$ cat src/rtl/bit_serial_sub_pkg.sv
// Shared types and sizing helpers for the bit-serial subtractor.
package bit_serial_sub_pkg;

    typedef enum logic [1:0] {
        IDLE,
        SHIFT,
        DONE
    } state_t;

    localparam int DEFAULT_WIDTH = 8;

    // Counter must index WIDTH bit positions; never narrower than one bit.
    function automatic int counter_width(input int width);
        return (width > 2) ? $clog2(width) : 1;
    endfunction

endpackage

$ cat src/rtl/bit_serial_subtractor_if.sv
// Operand/result handshake bundle for the bit-serial subtractor.
// Optional port V exists when BIT_SERIAL_SUB_OVERFLOW_EN is defined.
interface bit_serial_subtractor_if
    import bit_serial_sub_pkg::*;
#(
    parameter int WIDTH = DEFAULT_WIDTH
);

    logic             in_valid;
    logic             in_ready;
    logic [WIDTH-1:0] A;
    logic [WIDTH-1:0] B;
    logic             Bin;
    logic             out_valid;
    logic             out_ready;
    logic [WIDTH-1:0] Diff;
    logic             Bout;
    logic             busy;
`ifdef BIT_SERIAL_SUB_OVERFLOW_EN
    logic             V;
`endif

    modport master (
        output in_valid, A, B, Bin, out_ready,
`ifdef BIT_SERIAL_SUB_OVERFLOW_EN
        input  V,
`endif
        input  in_ready, out_valid, Diff, Bout, busy
    );

    modport slave (
        input  in_valid, A, B, Bin, out_ready,
`ifdef BIT_SERIAL_SUB_OVERFLOW_EN
        output V,
`endif
        output in_ready, out_valid, Diff, Bout, busy
    );

endinterface

$ cat src/rtl/full_subtractor_cell.sv
// One-bit full subtractor: d = a - b - bin, with borrow-out.
module full_subtractor_cell (
    input  logic a,
    input  logic b,
    input  logic bin,
    output logic d,
    output logic bout
);

    assign d    = a ^ b ^ bin;
    assign bout = (~a & b) | (~(a ^ b) & bin);

endmodule

$ cat src/rtl/bit_serial_subtractor.sv
// Bit-serial A - B - Bin using one full-subtractor cell, LSB first over WIDTH cycles.
// Define BIT_SERIAL_SUB_OVERFLOW_EN to add the signed-overflow output V.
module bit_serial_subtractor
    import bit_serial_sub_pkg::*;
#(
    parameter int WIDTH = DEFAULT_WIDTH
)
(
    input  logic                    clk,
    input  logic                    rst,
    bit_serial_subtractor_if.slave  bus
);

    localparam int             CW   = counter_width(WIDTH);
    localparam logic [CW-1:0]  LAST = CW'(WIDTH - 1);

    state_t           state;
    state_t           state_next;
    logic [CW-1:0]    count;
    logic [WIDTH-1:0] a_sr;
    logic [WIDTH-1:0] b_sr;
    logic [WIDTH-1:0] diff_sr;
    logic             borrow;
    logic             cell_d;
    logic             cell_bout;
`ifdef BIT_SERIAL_SUB_OVERFLOW_EN
    logic             v_reg;
`endif

    full_subtractor_cell u_cell (
        .a    (a_sr[0]),
        .b    (b_sr[0]),
        .bin  (borrow),
        .d    (cell_d),
        .bout (cell_bout)
    );

    always_ff @(posedge clk or posedge rst) begin
        if (rst) begin
            state <= IDLE;
        end else begin
            state <= state_next;
        end
    end

    always_comb begin
        state_next = state;
        case (state)
            IDLE:    if (bus.in_valid)    state_next = SHIFT;
            SHIFT:   if (count == LAST)   state_next = DONE;
            DONE:    if (bus.out_ready)   state_next = IDLE;
            default:                      state_next = IDLE;
        endcase
    end

    // Result bits enter at the MSB so after WIDTH shifts bit 0 sits at bit 0.
    always_ff @(posedge clk or posedge rst) begin
        if (rst) begin
            count   <= '0;
            a_sr    <= '0;
            b_sr    <= '0;
            diff_sr <= '0;
            borrow  <= 1'b0;
`ifdef BIT_SERIAL_SUB_OVERFLOW_EN
            v_reg   <= 1'b0;
`endif
        end else begin
            case (state)
                IDLE: begin
                    if (bus.in_valid) begin
                        a_sr   <= bus.A;
                        b_sr   <= bus.B;
                        borrow <= bus.Bin;
                        count  <= '0;
                    end
                end
                SHIFT: begin
                    a_sr    <= a_sr >> 1;
                    b_sr    <= b_sr >> 1;
                    diff_sr <= {cell_d, diff_sr[WIDTH-1:1]};
                    borrow  <= cell_bout;
                    count   <= count + 1'b1;
`ifdef BIT_SERIAL_SUB_OVERFLOW_EN
                    // Overflow is borrow into the MSB xor borrow out of it.
                    if (count == LAST) begin
                        v_reg <= borrow ^ cell_bout;
                    end
`endif
                end
                default: ;
            endcase
        end
    end

    assign bus.in_ready  = (state == IDLE);
    assign bus.out_valid = (state == DONE);
    assign bus.busy      = (state != IDLE);
    assign bus.Diff      = diff_sr;
    assign bus.Bout      = borrow;
`ifdef BIT_SERIAL_SUB_OVERFLOW_EN
    assign bus.V         = v_reg;
`endif

endmodule

$ cat src/flat_wrapper.sv
// flat-port wrapper written by rule: the top's interface ports become plain ports
module bit_serial_subtractor_flat import bit_serial_sub_pkg::*;
#(
    parameter int WIDTH = DEFAULT_WIDTH
)
  (clk, rst, bus_in_valid, bus_A, bus_B, bus_Bin, bus_out_ready, bus_in_ready, bus_out_valid, bus_Diff, bus_Bout, bus_busy);
  bit_serial_subtractor_if #(.WIDTH(WIDTH)) bus_i ();
  input  logic clk;
  input  logic rst;
  input wire logic [$bits(bus_i.in_valid)-1:0] bus_in_valid;
  input wire logic [$bits(bus_i.A)-1:0] bus_A;
  input wire logic [$bits(bus_i.B)-1:0] bus_B;
  input wire logic [$bits(bus_i.Bin)-1:0] bus_Bin;
  input wire logic [$bits(bus_i.out_ready)-1:0] bus_out_ready;
  output wire logic [$bits(bus_i.in_ready)-1:0] bus_in_ready;
  output wire logic [$bits(bus_i.out_valid)-1:0] bus_out_valid;
  output wire logic [$bits(bus_i.Diff)-1:0] bus_Diff;
  output wire logic [$bits(bus_i.Bout)-1:0] bus_Bout;
  output wire logic [$bits(bus_i.busy)-1:0] bus_busy;
  assign bus_i.in_valid = bus_in_valid;
  assign bus_i.A = bus_A;
  assign bus_i.B = bus_B;
  assign bus_i.Bin = bus_Bin;
  assign bus_i.out_ready = bus_out_ready;
  assign bus_in_ready = bus_i.in_ready;
  assign bus_out_valid = bus_i.out_valid;
  assign bus_Diff = bus_i.Diff;
  assign bus_Bout = bus_i.Bout;
  assign bus_busy = bus_i.busy;
  bit_serial_subtractor #(.WIDTH(WIDTH)) u_core (.clk(clk), .rst(rst), .bus(bus_i));
endmodule
$ cat config.mk
export PLATFORM = sky130hd
export DESIGN_NAME = bit_serial_subtractor_flat
export DESIGN_NICKNAME = d
export VERILOG_FILES = /design/src/rtl/bit_serial_sub_pkg.sv /design/src/rtl/bit_serial_subtractor_if.sv /design/src/rtl/full_subtractor_cell.sv /design/src/rtl/bit_serial_subtractor.sv /design/src/flat_wrapper.sv
export SDC_FILE = /design/constraint.sdc
export NUM_CORES = 1
export LEC_CHECK = 0
export CORE_MARGIN = 1.5
export CORE_UTILIZATION = 40
export CTS_CLUSTER_SIZE = 20
export DETAILED_ROUTE_END_ITERATION = 12
export MAX_ROUTING_LAYER = met4
export PLACE_DENSITY = 0.65
export SETUP_SLACK_MARGIN = 0.15
export SLEW_MARGIN = 25
export SYNTH_ARGS = -nofsm -noshare
export SYNTH_HDL_FRONTEND = slang
export SYNTH_SLANG_ARGS = --single-unit
$ cat constraint.sdc
create_clock -name clk -period 1.7 [get_ports clk]
set_input_delay 0.34 -clock clk [delete_from_list [all_inputs] [get_ports clk]]
set_output_delay 0.34 -clock clk [all_outputs]
set_load 0.005 [all_outputs]
Yosys cells after proc, flatten, opt, wreduce, memory -nomap -nowiden
Index checks and enable logic that the tools add are counted.
W data, S select, Z words.
- add/sub/neg operators: 1
- multiply operators: 0
- div/mod/pow operators: 0
- order comparisons: 0
- eq/ne operators: 6
- shift-type cells: 0
- muxes and demuxes: 12
- bitwise gates (word level): 7
- reduce and logical (&&, ||, !) cells: 5
- operators with widths (cell ; count):
    $pmux W8 S2 ; 2
    $mux W8 ; 2
    $mux W2 ; 3
    $pmux W2 S3 ; 1
    $pmux W3 S2 ; 1
    $ne A2 B2 Y1 const B ; 2
    $reduce_bool A2 Y1 ; 2
    $add A3 B1 Y3 const B ; 1
    $eq A3 B3 Y1 const B ; 1
    $mux W3 ; 1
    $reduce_and A3 Y1 ; 1
    $and A1 B1 Y1 ; 2
    $eq A2 B1 Y1 const B ; 1
    $eq A2 B2 Y1 const B ; 1
    $logic_not A2 Y1 ; 1
    $ne A2 B1 Y1 const B ; 1
    $not A1 Y1 ; 2
    $pmux W1 S2 ; 1
    $reduce_and A2 Y1 ; 1
    $xor A1 B1 Y1 ; 2
    $mux W1 ; 1
    $or A1 B1 Y1 ; 1
- flip-flop bits (word level): 30
- latch bits: 0
- memory bits (writable): 0
- bits in read-only memories: 0
- bits of input ports: 21
- output and inout port bits: 12
- word-level logic and storage cells: 37
- memories kept: 0

Depth between registers and ports, before layout
Gate-level depths: netlist of run 1.
- depth in word-level cells: 5
- depth in mapped cells: 4
- depth with buffers taken out: 4

By module
Synthesis of run 1 repeated with hierarchy kept, for this count alone.
- cells, all modules: 130
- area, all modules: 1493.9 µm²
- by module, submodules not included (module ; times used ; cells each ; area each (µm²)):
    bit_serial_subtractor ; 1 ; 126 ; 1462.7
    full_subtractor_cell ; 1 ; 4 ; 31.3

Least setup slack after synthesis of run 1
No wires, ideal clock.
- path type: reg-to-reg
- from: reg u_core.borrow (netlist: u_core.bus.Bout)
- to: reg u_core.diff_sr[7] (netlist: u_core.bus.Diff[7])
- library setup time: 125 ps
- data arrival time: 1095 ps
- data required time: 1575 ps
- setup slack: 481 ps
- cell stages (with the launch flop): 4
- path buffers: 0
- clock period less this slack: 1219 ps
- cells stage by stage: dfrtp_1 > inv_1 > fa_1 > mux2_2
- longest elaborated chain between the ends: 1
- RTL lines (item ; RTL line ; source):
    start: declaration ; bit_serial_subtractor.sv:23 ; logic borrow;
    start signal: assignment ; bit_serial_subtractor.sv:73 ; borrow <= bus.Bin;
    start signal: assignment ; bit_serial_subtractor.sv:81 ; borrow <= cell_bout;
    $xor A1 B1 Y1 ; full_subtractor_cell.sv:10 ; assign d = a ^ b ^ bin;
    named net u_core.cell_d ; bit_serial_subtractor.sv:24 ; logic cell_d;
    end signal: assignment ; bit_serial_subtractor.sv:80 ; diff_sr <= {cell_d, diff_sr[WIDTH-1:1]};
    end: declaration ; bit_serial_subtractor.sv:22 ; logic [WIDTH-1:0] diff_sr;
The timed path passes the listed nets, and every way through them passes these cells.
A chain may end at the register's enable or synchronous reset.

Worst setup path in the final report of run 1
- from: reg u_core.state[0]
- to: out bus_out_valid
- longest elaborated chain between the ends: 1
- RTL lines (item ; RTL line ; source):
    start: declaration ; bit_serial_subtractor.sv:17 ; state_t state;
    start signal: assignment ; bit_serial_subtractor.sv:42 ; state <= state_next;
    $eq A2 B2 Y1 ; bit_serial_subtractor.sv:96 ; assign bus.out_valid = (state == DONE);
    end: declaration ; flat_wrapper.sv:16 ; output wire logic [$bits(bus_i.out_valid)-1:0] bus_out_valid;
No other way between the ends.

==> summary by stage, run 1 <==
Critical path
The worst register-to-register path begins at u_core.state[0]. On the critical path, the stage with the largest delay is an instance of dfrtp_1. The count of cell instances traversed by the critical path is 3.

On the worst path, the slowest cell contributes a delay of 410 ps. The worst endpoint data arrival time is 1200 ps. The critical path capture point type is a primary output. By startpoint and endpoint, the worst setup path is classified as reg -> out. The startpoint type of the worst setup path is a flip-flop. The critical path goes through buf_4, nor2b_2, dlygate4sd2_1. In this run the critical register-to-register path is captured at u_core.bus.Diff[3]. The critical path contains buffers and inverters numbering 2 combined. The cell family contributing the most delay on the critical path is flip-flops. Of all nets on the critical path, the largest fanout is 3. The register-to-register setup slack is 220 ps.

At the worst endpoint, the required time is 1360 ps. For the worst flop-to-flop path, the logic depth is 3.

Floorplan
From left edge to right edge, the die measures 63.96 um. The floorplan has 21 rows. The die height is 63.96 um.

Once the floorplan was initialized, standard cells occupied 43.18% of the core. The area of the placeable core is 3442 um2. The number of primary I/O pins is 33. The die footprint is 4091 um2.

Run
Across the run, the number of max-cap violations was 0.

GRT
The via count of the first global-routing pass is 1,188. The total global routing overflow is 0. Entering global routing, the biggest net connects 31 pins. Global routing used 17.90% of the available tracks across all layers. The first global-routing pass estimated 5354 um of wire.

The initial antenna violation count is 0.

CTS
The clock tree root buffer cell is clkbuf_8. Clock latency on the worst-skew pair, taken at its later pin, is 280 ps. The clock edge transition at the registers on the reported setup and hold paths is 60 ps. The deepest level of the CTS H-tree is 2. The total clock sinks is 30. Counting along the longest clock path gives a buffer depth of 2. Counting the buffers created by CTS gives 5. The TritonCTS clock tree is done.

Yosys
Yosys mapped the design onto 21 distinct sky130hd cell types. In the synthesized netlist the async set-or-reset flop fraction comes to 100.0%. The number of nets handed over by synthesis was 152. In this run the cell area of the synthesized design comes to 1486 um2. The most frequently used cell type in the post-synthesis netlist is dfrtp_1.

In this run, synthesis inferred 0 flip-flops with an integrated enable. The Yosys step of the flow raised 0 warnings. The cell count after synthesis came out at 128. The share of the Yosys chip area taken by registers is 50.51%. The most used flip-flop cell after synthesis is dfrtp_1.

The post-synthesis sequential element count is 30. The average cell area after synthesis is 11.61 um2. The area share of the leading cell type in the synthesized netlist is 50.51%. The post-synthesis cell type with the largest combined area is dfrtp_1.

Ranked by instance count, the synthesized netlist is headed by dfrtp_1, inv_1, nor4b_1. Ranked by total cell area, the synthesized netlist is headed by dfrtp_1, nor4b_1, mux2_2.

Power and ir drop
The combinational power share is 47.6%. The power per cell area is 1738 nW/um2. For this design the static power due to leakage is 0.8930 nW. VDD sags by at most 0.6863 mV.

For this design the total switching power over the nets is 1.161 mW. Cell internal power was estimated by the tool at 2.353 mW. The sequential share of power is 36.0%. In this run switching power makes up 33.04% of total power.

In this run, the clock network consumes 16.5% of the power.

Timing
The portion of the clock cycle consumed by the worst path in the final layout is 90.33%. The worst path in the final design needs a cycle of 1536 ps, including I/O delays and setup. The total setup violations reported at the end of the flow is 0. The accumulated negative setup slack is 0 ps. The fmax is 651.2 MHz. The clock skew is 5.066 ps. The transition time at the pin with the least slew margin is 379.5 ps.

The number of max-slew violations in the final report is 0. In this run the tightest slew margin relative to its limit is 74.70%. Setup repair after global routing could not meet its margin everywhere.

The number of hold violations in the final report was 0.

Cells and area
The utilization after layout is 58.74%. The share of cells above drive strength 1 is 21.51%. In the final layout, the multi-input gates occupy 608.1 um2. Once layout is complete, the cells apart from fillers number 218. The area growth from synthesis to layout is 36.03%. The storage element area is 750.7 um2.

The number of inserted diodes is 0. The layout filler cell count is 284. The net total in the final layout is 195.

Placed design
The count of buffers from port buffering is 32. The number of cells in the design after placement is 202. The HPWL reported at the end of detailed placement is 2021 um. Routability-driven placement finished with a final weighted congestion of 0.7455.

Drt
The final route contains 1,133 vias. The number of DRC violations after detailed-routing iteration 0 is 98. The final routed DRC violation total is 0. The first TritonRoute pass finished after 4 iterations. The routed length per placed instance is 14.69 um.

For this block, the routed nets add up to 3203 um of wire. In this run the remaining antenna-violating nets after routing total 0. The average via count per standard cell is 5.197.

Min path
The worst min-delay path class is in -> async.

Outcome
The flow ran to the end, and the final reports show no timing, DRC or antenna violations.
==> sequential cells by signal, summed over array words and instances (netlist names) <==
signal and count:
u_core.count 3, u_core.bus.Bout 1, u_core.a_sr 8, u_core.bus.Diff 8, u_core.state 2, u_core.b_sr 8
==> what timing repair did <==
action                                 in CTS  in global routing
resized for setup                           5                  7
pin swaps                                   1                  1
endpoints found under the hold margin       0                  0
cloned                                      0                  1
setup buffers                               5                  2
hold buffers                                0                  0
setup endpoints to repair                  11                 12
==> worst min-delay path: cells and delay by family <==
kind | cells | cell delay [ps]
buf+inv | 3 | 790
==> cell families (layout without fill, tap and decap cells) <==
| family | count (synthesis) | after routing | share of synthesized area [%] |
|---|---|---|---|
| flip-flops | 30 | 30 | 50.51 |
| AO/OA/AOI/OAI | 22 | 22 | 13.05 |
| adder cells (fa/ha/maj) | 3 | 3 | 3.030 |
| AND/OR/NAND/NOR | 34 | 35 | 16.41 |
| buffers and inverters | 30 | 73 | 10.18 |
| multiplexers | 9 | 9 | 6.818 |
==> power groups by stage <==
stage	registers, mW	clock network [mW]	logic (mW)
global route	1.30	0.636	1.83
floorplan	1.24	0	1.03
detailed placement	1.28	0	1.51
finish	1.26	0.579	1.67
CTS	1.26	0.597	1.60
global placement	1.26	0	1.45
==> routing by layer <==
metal / vias up / GRT usage (%) / wire length, um
met1: 563 / 19.84 / 1331
met5: - / - / 0
met3: 6 / 4.225 / 122
li1: 542 / - / -
met4: 0 / 11.41 / 66
met2: 22 / 28.91 / 1683
==> cells in the final DEF (no fill, tap or decap) <==
master and count:
o21bai_4 1, buf_4 12, inv_1 18, clkdlybuf4s50_1 29, clkinv_2 1, nor2_4 1
nor2b_2 1, dfrtp_1 30, buf_12 1, fa_1 1, nor2b_1 1, a221oi_1 7
a222oi_1 1, dlygate4sd2_1 1, a32o_1 2, ha_1 2, a211oi_1 7, nor3b_1 7
nor4b_1 14, clkdlybuf4s15_1 1, buf_6 2, mux2_2 9, clkbuf_2 1, clkbuf_8 6
nor2b_4 2, clkbuf_1 1, nand2b_1 2, a21oi_1 1, a22o_1 3, nor2_1 7
==> through the flow <==
step / area (um2) / total power [mW] / setup WS, ps / hold slack [ps]
final: 2022 / 3.514 / 164.5 / 435.8
after floorplan: 1486 / 2.268 / 480.5 / 430.8
after CTS: 1983 / 3.455 / 38.29 / 448.8
after global routing: 2022 / 3.767 / 120.1 / 502.2
after global placement: 1853 / 2.712 / 110.0 / 477.1
after detailed placement: 1853 / 2.786 / 58.13 / 482.5
==> worst max-delay path by stage <==
stage / startpoint / to
2_1_floorplan: u_core.bus.Bout / u_core.bus.Diff[7]
4_1_cts: u_core.state[0] / bus_in_ready
6_report: u_core.state[0] / bus_out_valid
3_5_place_dp: bus_in_valid / u_core.a_sr[2]
5_1_grt: u_core.state[0] / bus_out_valid
3_3_place_gp: bus_in_valid / u_core.a_sr[1]
==> final cells by class <==
cell class	count	area share, %
Timing Repair Buffer	47	22.09
Inverter	18	3.342
Sequential cell	30	37.13
Tap cell	46	2.847
Clock inverter	1	0.2475
Multi-Input combinational cell	69	30.07
Clock buffer	7	4.270
(Power assumes the default switching activity.)
==> inputs of run 2 (changes only) <==
ABC_AREA = 1   (was unset)
CORE_MARGIN = unset   (was 1.5)
==> summary by stage, run 2 <==
CTS
The clock tree root buffer cell is clkbuf_8. The maximum clock insertion buffer count is 2 (unchanged). The clock edge transition at the registers on the reported setup and hold paths is 60 ps (about the same). The clock latency on the worst-skew pair was 280 ps (about the same). The deepest level of the CTS H-tree is 2 (unchanged).

TritonCTS built the clock tree. The number of hold-repair buffers added at the cts stage is 0 (unchanged). The total clock sinks came to 30 (unchanged). The CTS buffer count is 5 (unchanged).

Floorplan
The area of the placeable core is 3468 um2 (+0.76%). The number of primary I/O pins is 33 (unchanged). The die height is 63.14 um (-1.3%). The initial standard-cell utilization of the core came to 43.11% (-0.075 points).

The die span in x is 63.14 um (-1.3%). The die footprint is 3987 um2 (-2.5%). The number of core rows is 21 (unchanged).

GRT
The initial antenna violation count is 0 (unchanged). In this run the most used layer during global routing was met2. The total global routing overflow is 0 (unchanged). The global-route total usage across every layer is 19.08% (+1.2 points). The via count of the first global-routing pass is 1,252 (+5.4%).

The pin count of the biggest net entering global routing is 31 (unchanged). The met1 usage in global routing is 24.77% (+4.9 points). The first-pass GRT wire length was 5589 um (+4.4%).

The met2 demand-to-capacity share in global routing is 27.02% (-1.9 points). The met3 usage in global routing is 5.978% (+1.8 points).

Yosys
The instance count of the mapped netlist came to 196 (+53%). The post-synthesis sequential element count came to 30 (unchanged). The average cell area after synthesis is 7.628 um2 (-34%). The most frequently used cell type in the post-synthesis netlist is nand2_1. The area share of the leading cell type in the synthesized netlist is 50.21% (-0.30 points). The sequential area share after synthesis is 50.21% (-0.30 points). The main flop type after synthesis is dfrtp_1. The summed instance area of the synthesized netlist came to 1495 um2 (+0.59%). In the post-synthesis netlist, the biggest area contributors are dfrtp_1, nand2_1, inv_1. The post-synthesis cell type with the largest combined area is dfrtp_1. The number of warnings reported in the yosys synthesis log is 0 (unchanged). The synthesized net count was 220 (+45%). The proportion of register bits with asynchronous set or reset after synthesis is 100.0% (unchanged). The commonest cells after synthesis are nand2_1, inv_1, dfrtp_1. The number of distinct library cells after synthesis is 18 (-14%).

The number of enable-type register cells in the synthesized netlist is 0 (unchanged).

Timing
The worst path setup slack after routing is 197.4 ps (+32.96 ps). The total setup violations reported at the end of the flow came to 0 (unchanged). The time the worst path needs with I/O delays and setup is 1503 ps (-32.96 ps). The remaining max-slew budget at the tightest pin came to 74.69% (about the same). The portion of the clock cycle consumed by the worst path in the final layout was 88.39% (-1.9 points). The number of max-slew violations in the final report is 0 (unchanged). The transition time at the pin with the least slew margin is 379.7 ps (+0.2300 ps).

The accumulated negative setup slack is 0 ps (unchanged). The fmax was 665.5 MHz (+2.2%). The number of hold violations in the final report is 0 (unchanged).

Setup repair after global routing left no endpoint under its margin. The clock skew came to 5.071 ps (+0.004940 ps). The hold slack is 430.7 ps (-5.151 ps).

Min path
In this run the worst hold path is classified as in -> async.

Critical path
The worst reg-to-reg path cell count is 7 (+4). The worst setup path is launched from a flip-flop. The origin of the critical flop-to-flop path is u_core.state[0]. The critical path capture point type is a primary output.

The critical path is of the reg -> out type. The register-to-register setup slack came to 290 ps (+70 ps). The top fanout value on the critical path came to 3 (unchanged). The signal on the critical path passes through clkdlybuf4s50_1. The capturing point of the worst reg2reg path is u_core.b_sr[2].

The cell family contributing the most delay on the critical path is buffers and inverters. The worst endpoint data arrival time is 1160 ps (-40 ps). The cell with the biggest individual delay on the critical path is clkdlybuf4s50_1. The endpoint required time on the critical path was 1360 ps (about the same). The worst path buffer plus inverter count came to 1 (-1). The stage delay of the slowest cell on the critical path is 510 ps (+100 ps).

Cells and area
The count of non-filler cells in the finished layout was 284 (+30%). The storage element area came to 752.0 um2 (+0.17%). The most common cell after layout, fill and taps aside is nand2_1. The share of cells above drive strength 1 came to 10.92% (-11 points).

The area of all placed cells without fillers is 1993 um2 (-1.4%). The utilization after layout is 57.47% (-1.3 points). In the layout the commonest cells are nand2_1, inv_1, dfrtp_1.

The number of inserted diodes is 0 (unchanged). The net total in the final layout was 261 (+34%). The area growth from synthesis to layout is 33.31%. The multi-input logic area is 566.8 um2 (-6.8%).

The layout filler cell count is 355 (+25%).

Drt
The antenna violation net count after detailed routing was 0 (unchanged). The average via count per standard cell is 4.377 (-16%). The number of detailed-routing iterations run before antenna repair is 4 (unchanged). The routed length per placed instance was 10.44 um (-29%). The final wirelength is 2964 um (-7.5%).

The final routed DRC violation total is 0 (unchanged). The count of vias placed by the detailed router is 1,243 (+9.7%). The number of DRC violations after detailed-routing iteration 0 is 56 (-43%).

Placed design
The worst setup slack after placement is 162.3 ps (+104.2 ps). The last weighted congestion value of the routability-driven placer is 0.7781 (+4.4%). The placed standard-cell area is 1854 um2 (about the same). The HPWL reported at the end of detailed placement came to 2014 um (-0.34%). The number of cells in the design after placement is 272 (+35%). The count of buffers from port buffering was 32 (unchanged).

Outcome
The flow ran to the end, and the final reports show no timing, DRC or antenna violations.

Power and ir drop
The worst voltage drop across the vdd grid came to 0.6921 mV (+0.85%). The reported leakage power is 1.120 nW (+25%). The power per cell area is 1652 nW/um2 (-4.9%).

The total power after layout was 3.294 mW (-6.3%).

Run
The count of maximum capacitance violations is 0 (unchanged).
## run 2: changes by cell type in the layout (fill, tap and decap cells not counted), sizes merged, moves of 4 or more
cell    change
nand2      +93
inv        +18
nand3      +18
nor4b      -14
mux2        -9
a211oi      -7
a221oi      -7
nor3b       -7
buf         -6
nor2        -4
nor2b       -4
## run 2: cell type report
class,instances,share of cell area (%)
flip-flops and latches,30,37.73
multi-input cells,123,28.44
repair buffers,41,19.33
inverters,36,7.031
clock buffers,7,4.331
well taps,46,2.888
clock inverters,1,0.2511
## run 2: per-layer routing
layer | part of all wire (%) | wire, um
met1 | 50 | 1493
met2 | 44 | 1299
met3 | 3.4 | 102
met4 | 2.3 | 69
met5 | 0 | 0
## run 2: how the worst max path moves through the flow
stage | end | slack [ps] | from | depth (start not counted)
6_report | bus_Diff[1] | 200 | u_core.bus.Diff[1] | 1
5_1_grt | bus_Diff[1] | 160 | u_core.bus.Diff[1] | 1
3_5_place_dp | u_core.b_sr[1] | 160 | bus_in_valid | 6
4_1_cts | bus_out_valid | 160 | u_core.state[0] | 3
2_1_floorplan | bus_busy | 520 | u_core.state[0] | 3
3_3_place_gp | u_core.b_sr[0] | 190 | bus_in_valid | 6
## run 2: timing repair
item / 4_1_cts / 5_1_grt
setup endpoints to repair: 3 / 21
buffers inserted: 3 / 1
gates resized for setup: 8 / 4
## run 2: cell families after synthesis
logic type / Yosys count / share of synthesized area [%]
adder cells (fa/ha/maj): 3 / 3.012
buffers and inverters: 43 / 13.14
AO/OA/AOI/OAI: 5 / 2.092
flip-flops: 30 / 50.21
AND/OR/NAND/NOR: 115 / 31.55
## run 2: power breakdown
| part | switching [mW] | total (mW) | internal [mW] |
|---|---|---|---|
| registers | 0.191 | 1.24 | 1.04 |
| logic | 0.792 | 1.47 | 0.678 |
| clock network | 0.261 | 0.587 | 0.326 |
==> inputs of run 3 (changes only) <==
ABC_CLOCK_PERIOD_IN_PS = 1700   (was unset)
CORE_UTILIZATION = 49   (was 40)
PLACE_DENSITY = 0.77   (was 0.65)
==> summary by stage, run 3 (same netlist as run 2, synthesis figures left out) <==
Outcome
The run finished, with violations left. The checks that failed: DRC.

Drt
The routed length per placed instance is 11.35 um (+8.7%). The count of vias placed by the detailed router is 1,312 (+5.6%). The number of DRC violations after detailed-routing iteration 0 came to 45 (-20%). The average via count per standard cell was 4.719 (+7.8%). The final wirelength came to 3155 um (+6.4%). The final routed DRC violation total was 1 (+1). The antenna violation net count after detailed routing is 0 (unchanged).

The number of detailed-routing iterations run before antenna repair is 9 (+5).

Cells and area
The share of cells above drive strength 1 is 12.96% (+2.0 points). The library cells used most frequently in the layout, excluding fill and tap cells, are nand2_1, inv_1, dfrtp_1. Compared with the post-synthesis result, the final layout area differs by 33.89%.

The most common cell after layout, fill and taps aside is nand2_1. The utilization after layout came to 70.77% (+13 points). The count of non-filler cells in the finished layout is 278 (-2.1%). The net total in the final layout is 271 (+3.8%). The area of all placed cells without fillers was 2002 um2 (+0.44%). The number of inserted diodes came to 0 (unchanged).

Critical path
The critical path capture point is bus_Bout. The first element of the critical path is u_core.bus.Bout. The worst path buffer plus inverter count is 1 (unchanged). The endpoint required time on the critical path came to 1360 ps (about the same). The worst setup path is launched from a flip-flop. The top fanout value on the critical path came to 2 (-1). The worst endpoint data arrival time is 1180 ps (+20 ps). Traced cell by cell, the critical path runs through clkdlybuf4s50_1.

The worst register-to-register path ends at u_core.a_sr[0]. The stage delay of the slowest cell on the critical path was 500 ps (about the same). The register-to-register setup slack is 240 ps (-50 ps).

The cell with the biggest individual delay on the critical path is clkdlybuf4s50_1. The worst reg-to-reg path cell count is 7 (unchanged). The path type of the worst setup path is reg -> out.

The count of cell instances traversed by the critical path is 1 (unchanged). The worst setup path is captured at a primary output. Broken down by cell family, the worst path's largest delay share belongs to buffers and inverters. The startpoint identified for the worst register-to-register timing path is u_core.state[0].

CTS
The total clock sinks is 30 (unchanged). The deepest level of the CTS H-tree came to 2 (unchanged). The TritonCTS clock tree is done. The clock tree root buffer cell is clkbuf_4.

The clock edge transition at the registers on the reported setup and hold paths is 90 ps (+30 ps). The clock latency on the worst-skew pair was 330 ps (+50 ps). The maximum clock insertion buffer count was 2 (unchanged).

The number of hold-repair buffers added at the cts stage is 0 (unchanged). The CTS buffer count came to 5 (unchanged).

Timing
The time the worst path needs with I/O delays and setup is 1525 ps (+22.06 ps). The remaining max-slew budget at the tightest pin is 74.69% (about the same). The transition time at the pin with the least slew margin came to 379.6 ps (-0.09632 ps).

The number of max-slew violations in the final report is 0 (unchanged). The total setup violations reported at the end of the flow is 0 (unchanged). The portion of the clock cycle consumed by the worst path in the final layout is 89.68% (+1.3 points). The accumulated negative setup slack came to 0 ps (unchanged). The fmax is 655.9 MHz (-1.4%). The clock skew is 5.274 ps (+0.2033 ps).

Setup repair after global routing left no endpoint under its margin. The number of hold violations in the final report is 0 (unchanged).

Placed design
The number of cells in the design after placement is 256 (-5.9%). The count of buffers from port buffering is 32 (unchanged). The last weighted congestion value of the routability-driven placer came to 0.7657 (-1.6%). The placed standard-cell area came to 1828 um2 (-1.4%). The HPWL reported at the end of detailed placement is 2091 um (+3.8%).

Floorplan
The number of primary I/O pins is 33 (unchanged). The die height was 57.24 um (-9.3%). The die span in x is 57.24 um (-9.3%). The area of the placeable core was 2829 um2 (-18%).

The die footprint is 3276 um2 (-18%). The initial standard-cell utilization of the core is 52.85% (+9.7 points). The number of core rows is 19 (-9.5%).

GRT
The first-pass GRT wire length is 5257 um (-5.9%). The total global routing overflow came to 0 (unchanged). The via count of the first global-routing pass is 1,273 (+1.7%). The global-route total usage across every layer was 21.86% (+2.8 points). The pin count of the biggest net entering global routing is 31 (unchanged).

The initial antenna violation count came to 0 (unchanged).

Power and ir drop
The reported leakage power came to 1.169 nW (+4.4%). The worst voltage drop across the vdd grid is 0.9126 mV (+32%). The power per cell area came to 1632 nW/um2 (-1.2%). The total power after layout is 3.268 mW (-0.78%).

Run
The count of maximum capacitance violations came to 0 (unchanged).

Min path
The min-delay analysis places its worst path in the category in -> async.
[run 3: final cells by class]
| cell class | instances | area, um2 |
|---|---|---|
| multi-input combinational | 123 | 559.3 |
| tap | 31 | 38.79 |
| inverter | 36 | 145.1 |
| fill | 234 | 827.0 |
| clock buffer | 7 | 45.04 |
| sequential | 30 | 750.7 |
| timing repair buffer | 51 | 462.9 |
[run 3: through the flow]
stage	setup slack, ps	hold slack, ps
detailed placement	168.4	472.3
global route	148.5	447.0
global placement	203.9	462.6
floorplan	516.6	430.8
finish	175.4	375.1
CTS	151.6	393.9
[run 3: worst min path at each step]
stage                       startpoint                  to  slack [ps]
floorplan                          rst      u_core.a_sr[0]         430
global placement    u_core.bus.Diff[0]  u_core.bus.Diff[0]         460
detailed placement  u_core.bus.Diff[0]  u_core.bus.Diff[0]         470
CTS                                rst  u_core.bus.Diff[0]         390
global route                       rst  u_core.bus.Diff[0]         450
finish                             rst  u_core.bus.Diff[6]         380
[run 3: power by group]
| part | leakage (nW) | internal, mW | switching, mW |
|---|---|---|---|
| Sequential | 0.372 | 1.04 | 0.177 |
| Combinational | 0.772 | 0.802 | 0.866 |
| Clock | 0.0254 | 0.156 | 0.227 |
| Total | 1.17 | 2.00 | 1.27 |
[run 3: timing repair]
| item | 4_1_cts | 5_1_grt |
|---|---|---|
| endpoints found under the setup margin | 10 | 24 |
| resized for setup | 7 | 7 |
| pin swaps | 1 | 1 |
| setup buffers | 10 | 5 |
[run 3: layer usage]
metal / global-route usage, % / share of wire [%]
met4: 10.45 / 1.6
met3: 4.082 / 4.3
met2: 35.80 / 48
met1: 26.09 / 46
met5: - / 0
